==> config.mk <==
export PLATFORM = sky130hd
export DESIGN_NAME = uart_cmd_ctrl
export DESIGN_NICKNAME = d
export VERILOG_FILES = /design/src/rtl/uart_cmd_ctrl.sv
export SDC_FILE = /design/constraint.sdc
export NUM_CORES = 1
export LEC_CHECK = 0
export CAP_MARGIN = 20
export CORE_MARGIN = 2
export CORE_UTILIZATION = 46
export DETAILED_ROUTE_END_ITERATION = 8
export DONT_BUFFER_PORTS = 1
export MAX_ROUTING_LAYER = met4
export PLACE_DENSITY = 0.66
export REMOVE_ABC_BUFFERS = 1
export SYNTH_ARGS = -nofsm -noshare
export SYNTH_HDL_FRONTEND = slang
export SYNTH_SLANG_ARGS = --single-unit
==> constraint.sdc <==
create_clock -name clk -period 4.5 [get_ports clk]
set_input_delay 0.675 -clock clk [delete_from_list [all_inputs] [get_ports clk]]
set_output_delay 0.675 -clock clk [all_outputs]
set_load 0.02 [all_outputs]
==> src/rtl/uart_cmd_ctrl.sv <==
// uart_cmd_ctrl: parses ASCII monitor commands from the UART RX byte stream into memory/dump strobes and a 32-bit operand.
// Define UART_CMD_ECHO_EN to echo every accepted byte on echo_data/echo_valid.
module uart_cmd_ctrl (
  input  logic        clk,
  input  logic        rst_n,
  input  logic [7:0]  rx_data,
  input  logic        rx_valid,
  input  logic        dump_running,
  input  logic        trush_running,
  output logic [31:0] uart_data,
  output logic        write_address_set,
  output logic        write_data_en,
  output logic        inst_address_set,
  output logic        inst_data_en,
  output logic        read_start_set,
  output logic        read_end_set,
  output logic        read_stop,
  output logic        pgm_start_set,
  output logic        pgm_end_set,
  output logic        pgm_stop,
  output logic        cpu_start,
  output logic        quit_cmd,
  output logic        start_step,
  output logic        start_trush,
  output logic        cmd_error,
  output logic [7:0]  echo_data,
  output logic        echo_valid
);
  typedef enum logic [2:0] {IDLE, CMD, ARG1, ARG2, DATA, SKIP} state_t;
  localparam logic [2:0] C_W = 3'd0, C_I = 3'd1, C_R = 3'd2, C_P = 3'd3, C_G = 3'd4;
  localparam logic [3:0] S_WA = 4'd0, S_WD = 4'd1, S_IA = 4'd2, S_ID = 4'd3, S_RS = 4'd4,
                         S_RE = 4'd5, S_RT = 4'd6, S_PS = 4'd7, S_PE = 4'd8, S_PT = 4'd9,
                         S_GO = 4'd10, S_Q = 4'd11, S_STEP = 4'd12, S_TR = 4'd13, S_ERR = 4'd14;
  state_t      state, state_n, fst;
  logic [2:0]  cmd, cmd_n, let_code;
  logic [31:0] acc, acc_n, data_n;
  logic        has_dig, has_n, dtype, dtype_n;
  logic [14:0] st, st_n;
  logic [3:0]  fs, nib;
  logic        is_dec, is_hex, is_del, is_term, is_q, is_s, is_t, is_let, busy, accept;
  assign is_dec  = rx_data >= 8'h30 && rx_data <= 8'h39;
  assign is_hex  = is_dec || (rx_data >= 8'h61 && rx_data <= 8'h66) || (rx_data >= 8'h41 && rx_data <= 8'h46);
  assign nib     = is_dec ? rx_data[3:0] : rx_data[3:0] + 4'd9;
  assign is_del  = rx_data == 8'h20;
  assign is_term = rx_data == 8'h0d || rx_data == 8'h0a;
  assign is_q    = rx_data == 8'h71;
  assign is_s    = rx_data == 8'h73;
  assign is_t    = rx_data == 8'h74;
  assign is_let  = rx_data == 8'h77 || rx_data == 8'h69 || rx_data == 8'h72 || rx_data == 8'h70 || rx_data == 8'h67;
  assign let_code = rx_data == 8'h77 ? C_W : rx_data == 8'h69 ? C_I : rx_data == 8'h72 ? C_R :
                    rx_data == 8'h70 ? C_P : C_G;
  assign busy    = dump_running | trush_running;
  assign accept  = rx_valid & (~busy | is_q);
  // strobe and follow-on state for a field close in the current argument state
  always_comb begin
    fs = S_GO;
    fst = SKIP;
    case (state)
      ARG1: begin
        fs  = cmd == C_W ? S_WA : cmd == C_I ? S_IA : cmd == C_R ? S_RS : cmd == C_P ? S_PS : S_GO;
        fst = (cmd == C_W || cmd == C_I) ? DATA : (cmd == C_R || cmd == C_P) ? ARG2 : SKIP;
      end
      ARG2: fs = cmd == C_P ? S_PE : S_RE;
      DATA: begin
        fs  = cmd == C_I ? S_ID : S_WD;
        fst = DATA;
      end
      default: ;
    endcase
  end
  always_comb begin
    state_n = state;
    cmd_n = cmd;
    acc_n = acc;
    has_n = has_dig;
    data_n = uart_data;
    dtype_n = dtype;
    st_n = '0;
    if (accept) begin
      acc_n = '0;
      has_n = 1'b0;
      if (is_q && (busy || state == IDLE || state == CMD)) begin
        st_n[S_Q]  = 1'b1;
        st_n[S_RT] = dump_running & ~dtype;
        st_n[S_PT] = dump_running & dtype;
        state_n = SKIP;
      end else begin
        case (state)
          IDLE, CMD: begin
            state_n = is_let ? ARG1 : (is_del | is_term) ? IDLE : SKIP;
            cmd_n = is_let ? let_code : cmd;
            st_n[S_STEP] = is_s;
            st_n[S_TR] = is_t;
            st_n[S_ERR] = ~(is_let | is_del | is_term | is_s | is_t);
          end
          SKIP: state_n = is_term ? IDLE : SKIP;
          default:
            if (is_hex) begin
              acc_n = {acc[27:0], nib};
              has_n = 1'b1;
            end else if (is_del | is_term) begin
              if (has_dig) begin
                data_n = acc;
                st_n[fs] = 1'b1;
                state_n = fst;
                dtype_n = state == ARG2 ? cmd == C_P : dtype;
              end
              if (is_term) state_n = IDLE;
            end else begin
              st_n[S_ERR] = 1'b1;
              state_n = SKIP;
            end
        endcase
      end
    end
  end
  always_ff @(posedge clk or negedge rst_n)
    if (!rst_n) begin
      state <= IDLE;
      cmd <= C_W;
      acc <= '0;
      has_dig <= 1'b0;
      uart_data <= '0;
      dtype <= 1'b0;
      st <= '0;
    end else begin
      state <= state_n;
      cmd <= cmd_n;
      acc <= acc_n;
      has_dig <= has_n;
      uart_data <= data_n;
      dtype <= dtype_n;
      st <= st_n;
    end
  assign write_address_set = st[S_WA];
  assign write_data_en     = st[S_WD];
  assign inst_address_set  = st[S_IA];
  assign inst_data_en      = st[S_ID];
  assign read_start_set    = st[S_RS];
  assign read_end_set      = st[S_RE];
  assign read_stop         = st[S_RT];
  assign pgm_start_set     = st[S_PS];
  assign pgm_end_set       = st[S_PE];
  assign pgm_stop          = st[S_PT];
  assign cpu_start         = st[S_GO];
  assign quit_cmd          = st[S_Q];
  assign start_step        = st[S_STEP];
  assign start_trush       = st[S_TR];
  assign cmd_error         = st[S_ERR];
`ifdef UART_CMD_ECHO_EN
  always_ff @(posedge clk or negedge rst_n)
    if (!rst_n) begin
      echo_data <= '0;
      echo_valid <= 1'b0;
    end else begin
      echo_valid <= accept;
      if (accept) echo_data <= rx_data;
    end
`else
  assign echo_data = '0;
  assign echo_valid = 1'b0;
`endif
endmodule

==> results.cfg <==
[placed_design]
gp_congestion = 0.820
dpl_worst_slack_ns = 0.931
port_buffers = 0
dpl.hpwl_um = 5170

[critical_path]
endpoint_kind = flip-flop
cp_data_required_time_ns = 4.76
crit_chain = inv_1, ha_1, or3b_2, o32ai_1, nor3_2, nand4_4, buf_4, mux2_2
start_kind = input pin
critPathSlowestCell = o32ai_1
crit_fanout = 17
critPathMaxStageDelay_ns = 0.66
worstPathArrival_ns = 3.46
worstSetupPathType = input pin to flip-flop

[clock_tree]
cts_resized = 0
clk_pin_slew_ns = 0.10
numCtsBuffers = 9
clock_sinks = 87
cts_setup_buffers = 0
ctsHtreeMaxLevel = 3
tritoncts = done
insertion_delay_ns = 0.37
ctsLongestPathBuffers = 2
cts_root_buf = clkbuf_8
cts_hold_buf = 1

[timing]
report.final.slew_viol_count = 0
rsz0062_at_grt = no
finalCritPeriodShare = 0.712
skew_ns = 0.0149
worst_slack_ns = 1.30
worstMarginPinSlew_ns = 0.726
finalSetupViolCount = 0
period_minus_slack_ns = 3.20
hold_viol = 0
relSlewSlack = 0.513
holdWs_ns = 0.206
fmax_mhz = 312

[drt]
vias = 2446
via_per_inst = 5.74
ant_nets = 0
wl_per_cell_um = 18.2
wirelength_um = 7770
dr.pass1.iters = 4
route.detailed.drc = 0
first_iter_violations = 125

[run]
drv_cap = 0

[power]
p_leak_uw = 0.00208
vdd_drop_max_uv = 174
p_per_area_nw_per_um2 = 359

[synth]
yosysTopAreaCell = dfrtp_1
syn_area_um2 = 4050
syn_area_per_cell_um2 = 12.9
ys_seq_area_frac = 0.538
synth_edf_count = 0
synth.distinct_cells = 62
yosysWarnings = 0
synth_seq_cells = 87
ys_async_sr_fraction = 1.00
synthesis.instances = 314
synthTopCellsByArea = dfrtp_1 54%, mux2_4 11%, a22o_1 7.1%
synth_top_area_frac = 0.538
ys.flop_type = dfrtp_1

[layout]
area_delta_synth_final_pct = 7.42
layout.nets = 331
antenna_cells = 0
nFillCells = 761
drive_above_1_share = 0.223
mostFrequentLayoutCell = dfrtp_1
mostFrequentLayoutCells = 87 x dfrtp_1, 33 x a22o_1, 30 x mux2_4, 12 x nor2_1

[floorplan]
initial_core_util = 0.469
die_area_um2 = 9570
fp-row-count = 34
core_area_um2 = 8640
die_x_um = 97.8
dieHeight_um = 97.8
io-pin-count = 69

[global_route]
grt_pass1_vias = 2448
gr-usage-all-layers = 0.177
grt_max_degree = 80
grt_pass1_wl_um = 13100
overflow = 0
antenna_found_initial = 0

[status]
outcome = completed

[min_path]
min_path_type = input pin to async pin
## layer usage
metal	vias to the layer above	global-route usage	wire, um
li1	1143	-	-
met1	1231	0.239	3630
met2	62	0.246	3500
met3	10	0.0630	509
met4	0	0.0673	125
met5	-	-	0
## cell usage after synthesis, types with 2 or more instances
library cell  count
dfrtp_1          87
a22o_1           33
mux2_4           30
nor2_1           12
nor3_1           10
buf_4             9
clkbuf_1          7
nand2_1           7
inv_1             6
o21ai_0           6
a21oi_1           5
ha_1              5
mux2_2            5
nand3b_1          5
buf_2             4
nand2b_1          4
nand4_1           4
nor4_1            4
o31ai_1           4
xnor2_1           4
buf_6             3
mux2i_1           3
nand3_1           3
nor2b_1           3
or4b_2            3
a2111oi_0         2
a211oi_1          2
a21o_1            2
and2_1            2
and3_1            2
buf_1             2
nor3b_1           2
o21ai_1           2
or2_2             2
or3_1             2
or3b_2            2
## power breakdown
group | total, uW | internal [uW] | switching (uW)
clock | 547 | 264 | 283
combinational | 192 | 74.6 | 117
sequential | 821 | 793 | 27.4
## worst max-delay path: cells and delay by family
family	cells	cell delay, ns
AND/OR/NAND/NOR	3	1.03
AO/OA/AOI/OAI	1	0.66
buffers and inverters	2	0.47
multiplexers	1	0.37
adder cells (fa/ha/maj)	1	0.25
## cell type report
class | instances | area [um^2] | share of cell area
timing repair buffer | 5 | 72.6 | 0.0167
inverter | 6 | 22.5 | 0.00518
sequential | 87 | 2180 | 0.501
clock inverter | 6 | 73.8 | 0.0170
tap | 108 | 135 | 0.0311
multi-input combinational | 204 | 1740 | 0.400
clock buffer | 10 | 128 | 0.0293
## registers in the layout, indices dropped and copies added (netlist names)
signal,cells
acc,32
uart_data,32
st,15
cmd,3
state,3
dtype,1
has_dig,1
## kinds of logic after synthesis
logic type,Yosys count,synth area share
flip-flops,87,0.538
multiplexers,38,0.133
XOR/XNOR,4,0.00865
buffers and inverters,31,0.0439
other,1,0.000926
adder cells (fa/ha/maj),5,0.0155
AND/OR/NAND/NOR,77,0.121
AO/OA/AOI/OAI,71,0.140
## metrics by stage
stage           util  power [uW]  area (um^2)  cells  TNS [ns]
2_1_floorplan      -         968         3920    297    -0.317
5_1_grt        0.504        1640         4350    426         0
3_5_place_dp   0.476        1010         4110    408         0
6_report       0.504        1560         4350    426         0
4_1_cts        0.502        1570         4340    425         0
3_3_place_gp   0.476        1000         4110    408         0
## worst paths after layout
path                       startpoint       endpoint  slack (ns)  cells past startpoint
max                        rx_data[1]  uart_data[20]        1.30                      8
min                             rst_n        acc[13]        0.21                      1
max reg2reg                  state[0]   uart_data[1]        1.96                      6
min reg2reg                   acc[29]        acc[29]        0.51                      1
max in group asynchronous       rst_n          st[3]        3.56                      1
min in group clk           rx_data[2]         st[13]        0.45                      2
No activity file was read; power rests on OpenSTA's default activity.
